File: src/rtl/lsu_pkg.sv
// Shared types and constants for the load/store unit.
package lsu_pkg;

   // Access sequencing states.
   typedef enum logic [1:0] {
      ST_IDLE  = 2'd0,
      ST_BUSY  = 2'd1,
      ST_DONE  = 2'd2,
      ST_FAULT = 2'd3
   } lsu_state_t;

   // RV32I funct3 size/sign encodings for loads and stores.
   localparam logic [2:0] LB  = 3'b000;
   localparam logic [2:0] LH  = 3'b001;
   localparam logic [2:0] LW  = 3'b010;
   localparam logic [2:0] LBU = 3'b100;
   localparam logic [2:0] LHU = 3'b101;

   // Cycles from mem_req to mem_ack before the access is abandoned.
   localparam int LSU_DEFAULT_TIMEOUT = 15;

   // A request is legal when funct3 is a known size, the address is
   // naturally aligned for that size, and a store does not use an
   // unsigned (funct3[2]=1) encoding.
   function automatic logic lsu_req_legal(input logic       we,
                                          input logic [2:0] funct3,
                                          input logic [1:0] addr_lo);
      logic ok;
      case (funct3)
         LB, LBU: ok = 1'b1;
         LH, LHU: ok = ~addr_lo[0];
         LW:      ok = (addr_lo == 2'b00);
         default: ok = 1'b0;
      endcase
      if (we && funct3[2]) ok = 1'b0;
      return ok;
   endfunction

endpackage

File: src/rtl/load_align.sv
// Picks the addressed byte/halfword lane out of a read word and
// sign- or zero-extends it to 32 bits.
module load_align
   import lsu_pkg::*;
(
   input  logic [31:0] word,
   input  logic [2:0]  funct3,
   input  logic [1:0]  addr_lo,
   output logic [31:0] data
);

   logic        [7:0]  lane_b;
   logic        [15:0] lane_h;
   logic signed [7:0]  lane_b_s;
   logic signed [15:0] lane_h_s;

   // Lane selection followed by extension chosen by funct3.
   always_comb begin
      lane_b   = word[{addr_lo, 3'b000} +: 8];
      lane_h   = addr_lo[1] ? word[31:16] : word[15:0];
      lane_b_s = signed'(lane_b);
      lane_h_s = signed'(lane_h);
      data     = word;
      case (funct3)
         LB:      data = 32'(lane_b_s);
         LBU:     data = {24'd0, lane_b};
         LH:      data = 32'(lane_h_s);
         LHU:     data = {16'd0, lane_h};
         default: data = word;
      endcase
   end

endmodule

File: src/rtl/load_store_unit.sv
// Single-outstanding load/store unit between an RV32I core and a
// request/acknowledge memory port, with alignment checks and timeout.
module load_store_unit
   import lsu_pkg::*;
#(
   parameter int ADDR_W  = 32,
   parameter int TIMEOUT = LSU_DEFAULT_TIMEOUT
)
(
   input  logic              CLK,
   input  logic              RESET_N,
   input  logic              req_valid,
   input  logic              req_we,
   input  logic [2:0]        req_funct3,
   input  logic [ADDR_W-1:0] req_addr,
   input  logic [31:0]       req_wdata,
   output logic              stall,
   output logic [31:0]       rdata,
   output logic              done,
   output logic              fault,
   output logic              mem_req,
   output logic              mem_we,
   output logic [ADDR_W-1:0] mem_addr,
   output logic [3:0]        mem_be,
   output logic [31:0]       mem_wdata,
   input  logic              mem_ack,
   input  logic [31:0]       mem_rdata
);

   localparam logic [3:0] TMO = 4'(TIMEOUT);

   lsu_state_t  state;
   logic        cap_we;
   logic [2:0]  cap_f3;
   logic [1:0]  cap_lo;
   logic [3:0]  tmo_cnt;

   logic        req_ok;
   logic [3:0]  be_next;
   logic [31:0] wdata_next;
   logic [31:0] load_data;

   assign req_ok = lsu_req_legal(req_we, req_funct3, req_addr[1:0]);

   // The core is held while a request is being presented or is in flight.
   assign stall = RESET_N & (((state == ST_IDLE) & req_valid) | (state == ST_BUSY));

   // Byte enables and lane-replicated store data for the incoming request.
   always_comb begin
      be_next    = 4'b1111;
      wdata_next = req_wdata;
      case (req_funct3[1:0])
         2'b00: begin
            be_next    = 4'b0001 << req_addr[1:0];
            wdata_next = {4{req_wdata[7:0]}};
         end
         2'b01: begin
            be_next    = 4'b0011 << req_addr[1:0];
            wdata_next = {2{req_wdata[15:0]}};
         end
         default: begin
            be_next    = 4'b1111;
            wdata_next = req_wdata;
         end
      endcase
   end

   load_align u_align (
      .word    (mem_rdata),
      .funct3  (cap_f3),
      .addr_lo (cap_lo),
      .data    (load_data)
   );

   // Access FSM with timeout counter and registered memory-side outputs.
   always_ff @(posedge CLK or negedge RESET_N) begin
      if (!RESET_N) begin
         state     <= ST_IDLE;
         cap_we    <= 1'b0;
         cap_f3    <= 3'b000;
         cap_lo    <= 2'b00;
         tmo_cnt   <= 4'd0;
         rdata     <= 32'd0;
         done      <= 1'b0;
         fault     <= 1'b0;
         mem_req   <= 1'b0;
         mem_we    <= 1'b0;
         mem_addr  <= '0;
         mem_be    <= 4'b0000;
         mem_wdata <= 32'd0;
      end else begin
         done  <= 1'b0;
         fault <= 1'b0;
         case (state)
            ST_IDLE: begin
               if (req_valid) begin
                  if (req_ok) begin
                     state     <= ST_BUSY;
                     cap_we    <= req_we;
                     cap_f3    <= req_funct3;
                     cap_lo    <= req_addr[1:0];
                     tmo_cnt   <= 4'd0;
                     mem_req   <= 1'b1;
                     mem_we    <= req_we;
                     mem_be    <= be_next;
                     mem_addr  <= {req_addr[ADDR_W-1:2], 2'b00};
                     mem_wdata <= wdata_next;
                  end else begin
                     state <= ST_FAULT;
                     fault <= 1'b1;
                  end
               end
            end
            ST_BUSY: begin
               if (mem_ack) begin
                  state   <= ST_DONE;
                  done    <= 1'b1;
                  mem_req <= 1'b0;
                  mem_we  <= 1'b0;
                  mem_be  <= 4'b0000;
                  if (!cap_we) rdata <= load_data;
               end else if ((tmo_cnt + 4'd1) == TMO) begin
                  state   <= ST_FAULT;
                  fault   <= 1'b1;
                  tmo_cnt <= tmo_cnt + 4'd1;
                  mem_req <= 1'b0;
                  mem_we  <= 1'b0;
                  mem_be  <= 4'b0000;
               end else begin
                  tmo_cnt <= tmo_cnt + 4'd1;
               end
            end
            ST_DONE:  state <= ST_IDLE;
            ST_FAULT: state <= ST_IDLE;
            default:  state <= ST_IDLE;
         endcase
      end
   end

endmodule

File: config.mk
export PLATFORM = sky130hd
export DESIGN_NAME = load_store_unit
export DESIGN_NICKNAME = d
export VERILOG_FILES = /design/src/rtl/lsu_pkg.sv /design/src/rtl/load_align.sv /design/src/rtl/load_store_unit.sv
export SDC_FILE = /design/constraint.sdc
export NUM_CORES = 1
export LEC_CHECK = 0
export CORE_MARGIN = 8
export CORE_UTILIZATION = 51
export CTS_CLUSTER_DIAMETER = 100
export DETAILED_ROUTE_END_ITERATION = 8
export DONT_BUFFER_PORTS = 1
export HOLD_SLACK_MARGIN = 0.12
export PLACE_DENSITY_LB_ADDON = 0.2
export SETUP_SLACK_MARGIN = 0.4
export SYNTH_ARGS = -nofsm -noshare
export SYNTH_HDL_FRONTEND = slang
export SYNTH_SLANG_ARGS = --single-unit
File: constraint.sdc
create_clock -name CLK -period 3.11 [get_ports CLK]
set_clock_uncertainty 0.05 [all_clocks]
set_input_delay 0.311 -clock CLK [delete_from_list [all_inputs] [get_ports CLK]]
set_output_delay 0.311 -clock CLK [all_outputs]
set_load 0.01 [all_outputs]
==> metrics.txt, run 1 <==
status finished, violations left; failing checks negative hold slack; Comb power frac 24.5%; vias in the first global route 4528; Slew Limit Fails 0; HPWL after DPL 9.78 mm; number of clock sinks 114; number of I/O pins 209; P&R area growth vs syn 33.2%; number of cell rows 37; antenna violations before repair 1; RR Endpoint cap_f3[0]; Worst setup SP type register; headroom to the max-slew limit 28.0%; root buf cell clkbuf_8; mapped cell area 5400 um^2; Worst Path Arrival 2.85 ns; Max Fclk 398 MHz; CP Capture Type register; Post-CTS Setup Inserts 0; CTS H-tree depth 4; Routed WL 15.5 mm; CTS Buf Count 17; Int Pwr 4.37 mW; Yosys cell types 50; RSZ-0062 raised after global routing false; pwr dens 947 nW/um^2; Static Leak 3.28 nW; fin cells 754; Final min period 2.52 ns; die extent in x 119 um; post-synthesis sequential area ratio 52.9%; Yosys reg bits 114; maxcap violations 0; clock share of power 28.4%; hold_ws -0.559 ns; Final setup viols 0; dpl cells 608; Switch Pwr 2.44 mW; Post-Syn Instances 503; post-route clock period utilization 80.9%; Post-DRT Antenna Nets 0; share of cells above drive strength 1 10.2%; FF-to-FF path depth 5; CP required 3.45 ns; synth warn 0; I/O Buffers 0; Initial DRC Count 382; Vias 4247; die area 14100 um^2; gr usage total 22.1%; grt ovf 0; critical path fanouts, max 103; global-route wire length before repair 24.8 mm; switching share of power 35.8%; CTS tree done; fill count 745; EDFF count, synth 0; Reg clk slew, reported paths 0.06 ns; core box area 10300 um^2; CTS hold repair buffers 114; CTS resizes 0; Slew @ Worst Pin 1.08 ns; Async SR Flop Fraction 100%; routed length per instance 20.6 um; register-to-register setup slack 0.59 ns; Reg-to-Reg Start state[0]; Vias/cell 5.63; worst hold path class in -> async; largest net degree at the start of global routing 116; die height 119 um; final hold vios 114; Starting Density 52.5%; Peak VDD IR 0.000553 V; Power, Total 6.80 mW; Nets 711; Clk Latency, worst-skew pair 0.51 ns; syn_area_per_cell 10.7 um^2; Longest Clk Path Bufs 2; DRC 0; Flop pwr share 47.0%; DRT Pass-1 Iters 4; Worst Setup Path Type reg -> reg; routability cong. 0.781; setup total negative slack 0 ns; Synth Flop Type dfrtp_1
[kinds of logic after synthesis]
family                   count (synthesis)  share of synthesized area, %
AO/OA/AOI/OAI                           97                          11.3
adder cells (fa/ha/maj)                  2                         0.464
buffers and inverters                   45                          3.90
flip-flops                             114                          52.9
multiplexers                            76                          16.7
other                                    1                        0.0695
AND/OR/NAND/NOR                        168                          14.7
[cells in the final DEF (no fill, tap or decap), types with 2 or more instances in the layout]
cell             n
a21boi_0         2
a21o_1           4
a21oi_1         21
a221o_1          3
a31oi_1          7
and3_1           7
buf_12           2
buf_4            2
bufinv_16        3
clkbuf_16       16
clkbuf_8         4
clkinv_2         4
clkinvlp_4       3
conb_1           2
dfrtp_1        114
dlygate4sd3_1  113
ha_1             2
inv_1           10
mux2_1          24
mux2_2           4
mux2_4          19
mux2i_1         28
nand2_1         68
nand2b_1         6
nand3_1         36
nand3b_1         6
nor2_1          31
nor2b_1          4
nor3_1           3
o21a_1           2
o21ai_0         11
o21ai_1         26
o21bai_1         4
o22ai_1          6
[worst max-delay path by stage]
stage / start / end / slack [ns] / depth (start not counted)
finish: state[0] / cap_f3[0] / 0.59 / 5
detailed placement: cap_lo[1] / rdata[17] / 1.08 / 5
floorplan: state[0] / mem_addr[13] / 1.38 / 6
global route: state[0] / cap_f3[0] / 0.41 / 5
CTS: state[0] / cap_f3[0] / 0.57 / 5
global placement: cap_lo[1] / rdata[19] / 1.16 / 5
[metal layers]
metal  GRT usage, %  share of wire (%)
met5              0                  0
met2           36.4                 50
met1           24.5                 38
met4           9.17                2.5
met3           9.78                 10
[area by class of cell]
cell class | count | area (um^2) | share of cell area [%]
Sequential cell | 114 | 2850 | 39.7
Clock inverter | 10 | 133 | 1.85
Timing Repair Buffer | 117 | 1190 | 16.5
Inverter | 10 | 37.5 | 0.522
Antenna cell | 1 | 2.50 | 0.0348
Clock buffer | 21 | 459 | 6.39
Multi-Input combinational cell | 345 | 2340 | 32.6
Tap cell | 136 | 170 | 2.37
[power groups by stage]
stage / clock network, mW / logic (mW) / registers (mW)
finish: 1.94 / 1.67 / 3.20
global route: 2.04 / 1.86 / 3.31
CTS: 1.96 / 1.65 / 3.22
detailed placement: 0 / 1.45 / 3.22
global placement: 0 / 1.38 / 3.21
floorplan: 0 / 1.35 / 2.89
[critical path, cell delays in order, from the launching register on]
cell and delay (ns):
dfrtp_1 0.46, nor3b_1 0.56, o21ai_4 0.13, buf_12 0.27
mux2_1 0.35, dlygate4sd3_1 0.56
[per-stage QoR]
step	setup slack, ns	utilization, %	area [um^2]	hold slack [ns]
CTS	0.571	69.9	7180	-0.575
global placement	1.16	52.9	5440	-0.0304
floorplan	1.38	-	5400	-0.0346
finish	0.595	69.9	7180	-0.559
detailed placement	1.08	52.9	5440	-0.0305
global route	0.413	69.9	7180	-0.589
[sequential cells by signal, summed over array words and instances (netlist names)]
name and flops:
mem_addr 30, mem_we 1, cap_f3 3, done 1, mem_req 1, rdata 32
state 2, cap_we 1, mem_be 4, tmo_cnt 4, cap_lo 2, fault 1
mem_wdata 32
[synthesized netlist by cell type (2+ instances only)]
| master | count | area share [%] |
|---|---|---|
| a21o_1 | 4 | 0.56 |
| buf_4 | 3 | 0.42 |
| a21oi_1 | 21 | 1.9 |
| a21boi_0 | 2 | 0.28 |
| nor3_1 | 3 | 0.28 |
| nand2b_1 | 6 | 0.70 |
| o21bai_1 | 4 | 0.56 |
| o21a_1 | 2 | 0.28 |
| nor2b_1 | 4 | 0.46 |
| clkbuf_1 | 17 | 1.2 |
| mux2_1 | 24 | 5.0 |
| nand2_1 | 68 | 4.7 |
| mux2_4 | 19 | 5.3 |
| buf_6 | 2 | 0.42 |
| mux2_2 | 4 | 0.83 |
| nor2_1 | 31 | 2.2 |
| dfrtp_1 | 114 | 53 |
| nand3b_1 | 6 | 0.83 |
| mux2i_1 | 28 | 5.2 |
| and3_1 | 7 | 0.81 |
| a221o_1 | 3 | 0.56 |
| a31oi_1 | 7 | 0.81 |
| ha_1 | 2 | 0.46 |
| buf_2 | 12 | 1.1 |
| o21ai_0 | 11 | 1.0 |
| inv_1 | 10 | 0.70 |
| o22ai_1 | 6 | 0.70 |
| o21ai_1 | 26 | 2.4 |
| nand3_1 | 36 | 3.3 |
(Power assumes the default switching activity.)
==> run 2: changes to the inputs <==
==> constraint.sdc (replaced) <==
create_clock -name CLK -period 2.6 [get_ports CLK]
set_clock_uncertainty 0.05 [all_clocks]
set_input_delay 0.26 -clock CLK [delete_from_list [all_inputs] [get_ports CLK]]
set_output_delay 0.26 -clock CLK [all_outputs]
set_load 0.01 [all_outputs]
==> metrics.txt, run 2 (same netlist as run 1, synthesis figures left out) <==
status finished, violations left (unchanged); failing checks negative hold slack (unchanged); DRC 0 (unchanged); setup total negative slack 0 ns (unchanged); Max Fclk 486 MHz; most frequent cells in the layout 116 x dlygate4sd3_1, 114 x dfrtp_1, 68 x nand2_1, 36 x nand3_1, 31 x nor2_1 (was 114 x dfrtp_1, 113 x dlygate4sd3_1, 68 x nand2_1, 36 x nand3_1, 31 x nor2_1); share of cells above drive strength 1 10.4% (was 10.2%); Reg-to-Reg Start state[0] (unchanged); die height 119 um (unchanged); RR Endpoint mem_wdata[14] (was cap_f3[0]); die extent in x 119 um (unchanged); register-to-register setup slack 0.61 ns (was 0.59 ns); grt ovf 0 (unchanged); worst hold path class in -> async (unchanged); number of I/O pins 209 (unchanged); commonest non-fill, non-tap cell in the layout dlygate4sd3_1 (was dfrtp_1); gr usage total 22.6% (was 22.1%); Final Worst Setup Slack 0.544 ns (was 0.595 ns); hold_ws -0.610 ns (was -0.559 ns); Starting Density 52.5% (unchanged); final hold vios 114 (unchanged); biggest registers after layout mem_wdata x32, rdata x32, mem_addr x30 (unchanged); Nets 720 (was 711); CP Capture Type register (unchanged); number of clock sinks 114 (unchanged); maxcap violations 0 (unchanged); CTS hold repair buffers 118 (was 114); I/O Buffers 0 (unchanged); post-route clock period utilization 79.1%; core box area 10300 um^2 (unchanged); number of cell rows 37 (unchanged); Longest Clk Path Bufs 2 (unchanged); Post-DRT Antenna Nets 0 (unchanged); P&R area growth vs syn 33.4% (was 33.2%); HPWL after DPL 9.92 mm (was 9.78 mm); Static Leak 3.31 nW (was 3.28 nW); CP required 2.99 ns (was 3.45 ns); Vias 4326 (was 4247); CTS tree done (unchanged); Final min period 2.06 ns; dpl ws 0.636 ns (was 1.08 ns); RSZ-0062 raised after global routing false (unchanged); Reg clk slew, reported paths 0.06 ns (about the same); Worst Path Arrival 2.44 ns (was 2.85 ns); critical path fanouts, max 53 (was 103); Worst setup SP type input pin (was register); largest net degree at the start of global routing 116 (unchanged); headroom to the max-slew limit 47.0% (was 28.0%); CTS Buf Count 17 (unchanged); root buf cell clkbuf_8 (unchanged); routed length per instance 20.8 um (was 20.6 um); Peak VDD IR 0.000549 V (was 0.000553 V); global-route wire length before repair 25.5 mm (was 24.8 mm); CTS H-tree depth 4 (unchanged); vias in the first global route 4548 (was 4528); Initial DRC Count 317 (was 382); Worst Setup Path Type in -> reg (was reg -> reg); pwr dens 1100 nW/um^2 (was 947 nW/um^2); FF-to-FF path depth 7 (was 5); Slew @ Worst Pin 0.795 ns (was 1.08 ns); Slew Limit Fails 0 (unchanged); die area 14100 um^2 (unchanged); DRT Pass-1 Iters 4 (unchanged); antenna violations before repair 2 (was 1); Final setup viols 0 (unchanged); Vias/cell 5.67 (was 5.63); CP startpoint req_funct3[1] (was state[0]); Routed WL 15.8 mm (was 15.5 mm); Clk Latency, worst-skew pair 0.51 ns (about the same); routability cong. 0.815 (was 0.781)
## run 2: changes by cell type in the layout (fill, tap and decap cells not counted), sizes merged
cell          delta
clkbuf           +3
dlygate4sd3      +3
bufinv           -2
buf              +5
dlymetal6s4s     +1
clkinvlp         -3
diode            +1
clkinv           +1
## run 2: per-layer routing
metal  GRT usage [%]  routed length (um)
met1            26.0                6130
met2            36.4                7740
met3            10.3                1650
met4            8.54                 332
met5               0                   0
## run 2: where the power goes
part / switching, mW / internal [mW]
clock network: 0.760 / 1.35
logic: 0.951 / 1.04
registers: 1.19 / 2.63
total: 2.90 / 5.02
## run 2: critical path, cell delays in order
cell and delay [ns]:
dlygate4sd3_1 0.61, buf_12 0.22, a221oi_4 0.08, o21ai_4 0.18, buf_4 0.57, buf_4 0.31, nand2_1 0.08, o21ai_1 0.08
## run 2: how the worst max path moves through the flow
stage | to | slack [ns] | cells past startpoint
2_1_floorplan | mem_addr[13] | 0.87 | 6
3_3_place_gp | mem_wdata[22] | 0.72 | 7
3_5_place_dp | mem_wdata[14] | 0.64 | 7
4_1_cts | mem_be[3] | 0.48 | 7
5_1_grt | mem_req | 0.41 | 5
6_report | mem_wdata[14] | 0.54 | 8
## run 2: repair_timing
action                                  in CTS  in global routing
endpoints found under the setup margin       0                  1
gates resized for setup                      0                  1
hold endpoints to repair                   227                114
setup buffers                                0                  0
## run 2: through the flow
| step | hold slack [ns] | cells | instance area, um^2 | util, % | total power, mW |
|---|---|---|---|---|---|
| after global placement | -0.0804 | 613 | 5460 | 53.2 | 5.53 |
| final | -0.610 | 763 | 7200 | 70.0 | 7.92 |
| after global routing | -0.636 | 763 | 7200 | 70.0 | 8.40 |
| after CTS | -0.628 | 761 | 7190 | 70.0 | 7.94 |
| after detailed placement | -0.0794 | 613 | 5460 | 53.2 | 5.62 |
| after floorplan | -0.0856 | 504 | 5400 | - | 5.08 |
## run 2: final cells by class
class	count	area, um^2
well taps	136	170
multi-input cells	345	2340
fillers	711	3080
clock buffers	24	480
diodes	2	5.00
inverters	10	37.5
repair buffers	126	1250
clock inverters	6	55.1
flip-flops and latches	114	2850
